## config.mk

```make
export PLATFORM = sky130hd
export DESIGN_NAME = cordic_twiddle_rotator_flat
export DESIGN_NICKNAME = d
export VERILOG_FILES = /design/src/rtl/cordic_twiddle_rotator_if.sv /design/src/rtl/cordic_twiddle_rotator.sv /design/src/flat_wrapper.sv
export SDC_FILE = /design/constraint.sdc
export NUM_CORES = 1
export LEC_CHECK = 0
export BUFFER_PORTS_ARGS = -buffer_cell sky130_fd_sc_hd__clkbuf_2
export CELL_PAD_IN_SITES_DETAIL_PLACEMENT = 1
export CELL_PAD_IN_SITES_GLOBAL_PLACEMENT = 1
export CORE_UTILIZATION = 39
export DETAILED_ROUTE_END_ITERATION = 8
export HOLD_SLACK_MARGIN = 0.15
export PLACE_DENSITY = 0.8
export SLEW_MARGIN = 0
export SYNTH_ARGS = -nofsm -noshare
export SYNTH_HDL_FRONTEND = slang
export SYNTH_SLANG_ARGS = --single-unit
```

## constraint.sdc

```tcl
create_clock -name clk -period 4.3 [get_ports clk]
set_input_delay 0.86 -clock clk [delete_from_list [all_inputs] [get_ports clk]]
set_output_delay 0.86 -clock clk [all_outputs]
set_load 0.02 [all_outputs]
```

## src/rtl/cordic_twiddle_rotator_if.sv

```systemverilog
// Request/response bundle for the CORDIC twiddle rotator.
// The master issues a code and sample; the slave returns the rotated sample and error flag.
interface cordic_twiddle_rotator_if #(
    parameter int N_ITER = 11,
    parameter int IN_W   = 16
);
    logic                     in_valid;
    logic                     in_ready;
    logic [2*N_ITER+1:0]      in_code;
    logic signed [IN_W-1:0]   in_re;
    logic signed [IN_W-1:0]   in_im;
    logic                     out_valid;
    logic                     out_ready;
    logic signed [IN_W+1:0]   out_re;
    logic signed [IN_W+1:0]   out_im;
    logic                     code_err;

    modport master (
        output in_valid, in_code, in_re, in_im, out_ready,
        input  in_ready, out_valid, out_re, out_im, code_err
    );

    modport slave (
        input  in_valid, in_code, in_re, in_im, out_ready,
        output in_ready, out_valid, out_re, out_im, code_err
    );
endinterface

```

## src/rtl/cordic_twiddle_rotator.sv

```systemverilog
// Iterative CORDIC rotator driven by a precomputed direction code (quadrant + N_ITER micro-rotations).
// Latency 11 cycles accept-to-valid; one sample in flight, in_ready low until the result is taken.
module cordic_twiddle_rotator #(
    parameter int N_ITER = 11,
    parameter int IN_W   = 16
) (
    input  logic                    clk,
    input  logic                    rst,
    cordic_twiddle_rotator_if.slave bus
);
    localparam int W   = IN_W + 2;
    localparam int ITW = $clog2(N_ITER + 1);
    localparam logic [ITW-1:0] LAST_ITER = ITW'(N_ITER - 1);

    typedef enum logic [1:0] {S_IDLE, S_ROT, S_DONE} state_t;

    state_t                 r_state;
    logic [ITW-1:0]         r_iter;
    logic signed [W-1:0]    r_x;
    logic signed [W-1:0]    r_y;
    logic [2*N_ITER-1:0]    r_dirs;
    logic                   r_out_valid;
    logic                   r_code_err;

    logic signed [W-1:0]    w_re_ext;
    logic signed [W-1:0]    w_im_ext;
    logic signed [W-1:0]    w_x0;
    logic signed [W-1:0]    w_y0;
    logic signed [W-1:0]    w_x_sh;
    logic signed [W-1:0]    w_y_sh;
    logic [1:0]             w_fld;

    assign w_re_ext = {{2{bus.in_re[IN_W-1]}}, bus.in_re};
    assign w_im_ext = {{2{bus.in_im[IN_W-1]}}, bus.in_im};
    assign w_x_sh   = r_x >>> r_iter;
    assign w_y_sh   = r_y >>> r_iter;
    // Direction fields are consumed LSB-first as the code shifts down each iteration.
    assign w_fld    = r_dirs[1:0];

    always_comb begin
        w_x0 = w_re_ext;
        w_y0 = w_im_ext;
        case (bus.in_code[1:0])
            2'b01: begin w_x0 = -w_im_ext; w_y0 =  w_re_ext; end
            2'b10: begin w_x0 = -w_re_ext; w_y0 = -w_im_ext; end
            2'b11: begin w_x0 =  w_im_ext; w_y0 = -w_re_ext; end
            default: ;
        endcase
    end

    always_ff @(posedge clk or posedge rst) begin
        if (rst) begin
            r_state     <= S_IDLE;
            r_iter      <= '0;
            r_x         <= '0;
            r_y         <= '0;
            r_dirs      <= '0;
            r_out_valid <= 1'b0;
            r_code_err  <= 1'b0;
        end else begin
            case (r_state)
                S_IDLE: begin
                    if (bus.in_valid) begin
                        r_x     <= w_x0;
                        r_y     <= w_y0;
                        r_dirs  <= bus.in_code[2*N_ITER+1:2];
                        r_iter  <= '0;
                        r_state <= S_ROT;
                    end
                end
                S_ROT: begin
                    case (w_fld)
                        2'b01: begin r_x <= r_x - w_y_sh; r_y <= r_y + w_x_sh; end
                        2'b10: begin r_x <= r_x + w_y_sh; r_y <= r_y - w_x_sh; end
                        2'b11: r_code_err <= 1'b1;
                        default: ;
                    endcase
                    r_dirs <= r_dirs >> 2;
                    r_iter <= r_iter + ITW'(1);
                    if (r_iter == LAST_ITER) begin
                        r_state     <= S_DONE;
                        r_out_valid <= 1'b1;
                    end
                end
                S_DONE: begin
                    if (bus.out_ready) begin
                        r_state     <= S_IDLE;
                        r_out_valid <= 1'b0;
                    end
                end
                default: r_state <= S_IDLE;
            endcase
        end
    end

    assign bus.in_ready  = (r_state == S_IDLE) && !rst;
    assign bus.out_valid = r_out_valid;
    assign bus.out_re    = r_out_valid ? r_x : '0;
    assign bus.out_im    = r_out_valid ? r_y : '0;
    assign bus.code_err  = r_code_err;
endmodule

```

## src/flat_wrapper.sv

```systemverilog
// flat-port wrapper written by rule: the top's interface ports become plain ports
module cordic_twiddle_rotator_flat 
#(
    parameter int N_ITER = 11,
    parameter int IN_W   = 16
)
  (clk, rst, bus_in_valid, bus_in_code, bus_in_re, bus_in_im, bus_out_ready, bus_in_ready, bus_out_valid, bus_out_re, bus_out_im, bus_code_err);
  cordic_twiddle_rotator_if #(.N_ITER(N_ITER), .IN_W(IN_W)) bus_i ();
  input  logic clk;
  input  logic rst;
  input wire logic [$bits(bus_i.in_valid)-1:0] bus_in_valid;
  input wire logic [$bits(bus_i.in_code)-1:0] bus_in_code;
  input wire logic [$bits(bus_i.in_re)-1:0] bus_in_re;
  input wire logic [$bits(bus_i.in_im)-1:0] bus_in_im;
  input wire logic [$bits(bus_i.out_ready)-1:0] bus_out_ready;
  output wire logic [$bits(bus_i.in_ready)-1:0] bus_in_ready;
  output wire logic [$bits(bus_i.out_valid)-1:0] bus_out_valid;
  output wire logic [$bits(bus_i.out_re)-1:0] bus_out_re;
  output wire logic [$bits(bus_i.out_im)-1:0] bus_out_im;
  output wire logic [$bits(bus_i.code_err)-1:0] bus_code_err;
  assign bus_i.in_valid = bus_in_valid;
  assign bus_i.in_code = bus_in_code;
  assign bus_i.in_re = bus_in_re;
  assign bus_i.in_im = bus_in_im;
  assign bus_i.out_ready = bus_out_ready;
  assign bus_in_ready = bus_i.in_ready;
  assign bus_out_valid = bus_i.out_valid;
  assign bus_out_re = bus_i.out_re;
  assign bus_out_im = bus_i.out_im;
  assign bus_code_err = bus_i.code_err;
  cordic_twiddle_rotator #(.N_ITER(N_ITER), .IN_W(IN_W)) u_core (.clk(clk), .rst(rst), .bus(bus_i));
endmodule
```

==> metrics <==
CTS tree yes; DP Area 11100 um2; Clock Path Buffers 2; Via-to-Cell Ratio 6.28; Max Freq 0.223 GHz; Die Y 155 um; GRT Max-Usage Layer met2; worst hold path type reg2reg; Routed Antenna Nets 0; crit path DAT 4.67 ns; worst rel slew slack 0.229; top-area cell type share of the netlist area 0.181; Reg2Reg Setup Slack -0.18 ns; Inserted Clock Buffers 9; Worst R2R Path Depth 18; synth cell count leaders nand2_1 (116), nor2_1 (104), a21oi_1 (96); number of synthesized flops with an enable pin 0; Netlist cell types 78; crit start category flip-flop; status finished with violations; share of layout cells above drive strength 1 0.383; register area 1660 um2; mapped cell area 9140 um2; vias in the first global route 10800; routing usage on met1 0.436; CP required 4.49 ns; gpl congestion 0.961; most common cell in the netlist nand2_1; CTS H-tree lvls 3; GR Util met2 0.540; worst-path maximum fanout 8; Syn Inst Count 1149; drt wl/cell 24.3 um; ys async rst share 1.00; num ports 99; cells along the critical path buf_6 > mux2_4 > mux4_2 > buf_4 > o31ai_4 > nand2_1 > nor3_1 > buf_4 > nor2_1 > xnor2_1 > ha_1 > o21ai_2 > a21oi_2 > nand4_1 > a311oi_2 > nor2_1 > mux2i_1 > o211ai_1; slowest stage cell, crit path dfrtp_2; Initial Util 0.401; Synth-to-Final Area Change 34.1%; Crit path largest cell delay 0.49 ns; Port Buf Inserts 98; fillers 2781; worst setup path end u_core.r_x[17]$_DFFE_PP0P_; first-pass GRT wire length 61000 um; RSZ-0062 raised after global routing true; area leader, netlist dfrtp_1; ys flop type dfrtp_1; Setup crit end kind flip-flop; setup_tns -0.956 ns; Layout Skew 0.00860 ns; Worst-Skew Late Latency 0.36 ns; CTS Root Cell clkbuf_16; Syn Area/Cell 7.95 um2; footprint of the multi-input gates 7580 um2; crit path time final 4.48 ns; nets 1502; DRC Markers 0; FF-to-FF End u_core.r_x[17]$_DFFE_PP0P_; Placeable Area 22800 um2; initial antenna violation count 0; Die ar. 24000 um2; total vias in the final route 10800; failing checks setup timing; Die Span X 155 um; DPL Wire Length 29500 um; kind of critical path reg2reg; max-cap violations 0; Setup Viol. Count Final 10; gr ovfl total 0; DRT Pass-1 Iters 5; Tcrit/Tclk final 1.04; CTS Sinks 66; Rows 55; syn_nets 1253; Total Wirelength 41700 um; Worst-path clk slew 0.07 ns; CP Launch Point u_core.r_iter[2]$_DFFE_PP0P_; sequential area share after synthesis 0.181; Final Instance Area 12300 um2; synthesis-stage register bit count 66; met3 usage 0.0387; Final Hold Fails 0; Initial DRC Count 815; top cells by area, synth dfrtp_1 (18%), mux4_2 (10%), ha_1 (5.8%); Slew @ Worst Pin 1.16 ns; Crit Reg-Reg Startpoint u_core.r_iter[2]$_DFFE_PP0P_; worst setup margin -0.177 ns; ANT cells 0; Final Slew Violations 0; gr usage total 0.329; largest net degree at the start of global routing 78; YS warnings 0
sequential cells by signal, summed over array words and instances, names as in the netlist:
signal and count:
u_core.bus.code_err 1, u_core.bus.out_valid 1, u_core.r_dirs 22, u_core.r_iter 4
u_core.r_state 2, u_core.r_x 18, u_core.r_y 18
critical path, delay by kind of cell (launching register included):
kind	cells	cell delay, ns
DFF	1	0.49
buffers and inverters	3	0.49
xor gates and xnor gates	1	0.20
and+or+nand+nor	5	0.64
adders and majority gates	1	0.37
AOI/OAI and AO/OA	5	1.11
muxes	3	0.99
what timing repair did:
item,in CTS,in global routing
cloned,0,1
hold buffers,0,0
setup buffers,13,19
endpoints found under the setup margin,18,18
gates resized for setup,47,106
pin swaps,16,59
metrics by stage:
stage | hold WS [ns] | setup slack, ns | util | cells
after floorplan | 0.450 | 0.0323 | - | 1149
after global placement | 0.442 | -0.146 | 0.487 | 1670
after detailed placement | 0.471 | -0.402 | 0.487 | 1670
after CTS | 0.486 | -0.00518 | 0.512 | 1699
after global routing | 0.495 | -0.369 | 0.538 | 1716
final | 0.481 | -0.177 | 0.538 | 1716
routing by layer:
metal	vias up	part of all wire
met5	-	0
met4	0	0.051
met3	147	0.072
met2	508	0.47
met1	5372	0.40
li1	4752	-
how the worst min path moves through the flow:
stage                                    startpoint                         endpoint  slack [ns]  depth (start not counted)
floorplan             u_core.r_dirs[16]$_DFFE_PP0P_    u_core.r_dirs[16]$_DFFE_PP0P_        0.45                          2
global placement    u_core.bus.code_err$_DFFE_PP0P_  u_core.bus.code_err$_DFFE_PP0P_        0.44                          1
detailed placement    u_core.r_dirs[10]$_DFFE_PP0P_    u_core.r_dirs[10]$_DFFE_PP0P_        0.47                          2
CTS                   u_core.r_dirs[10]$_DFFE_PP0P_    u_core.r_dirs[10]$_DFFE_PP0P_        0.49                          2
global route           u_core.r_dirs[7]$_DFFE_PP0P_     u_core.r_dirs[7]$_DFFE_PP0P_        0.50                          2
finish                 u_core.r_dirs[7]$_DFFE_PP0P_     u_core.r_dirs[7]$_DFFE_PP0P_        0.48                          2
area by class of cell:
type	count	area share
clock buffer	9	0.0184
timing repair buffer	320	0.182
multi-input combinational	972	0.618
sequential	66	0.135
tap	313	0.0320
clock inverter	7	0.00500
inverter	29	0.00888
cell usage in the layout, fill, tap and decap left out, types with 20 or more instances in the layout:
cell type  synthesis  routed
mux2i_1           32      27
nor3_1            23      22
nor2_1           104      97
xnor2_1           36      31
and2_1            45      42
a21oi_1           96      80
nand2_1          116     110
mux4_2            41      41
nand3_1           23      21
inv_1             26      22
clkbuf_2           0      98
dfrtp_1           66      63
xor2_1            25      22
buf_4              6     209
a31oi_1           26      21
ha_1              42      32
o21ai_0           87      71
nor3b_1           21      20
mux2_2            26      21
kinds of logic (layout without fill, tap and decap cells):
logic type,after synthesis,count (layout),synth area share
compound gates,349,349,0.241
xor+xnor,61,61,0.0585
fa+ha+maj,44,44,0.0619
buf+inv,111,365,0.0554
flops,66,66,0.181
mux,101,101,0.173
simple gates,417,417,0.230
Power is not shown: default switching activity piles up to over one toggle a cycle in this logic, so the estimate is an artifact.
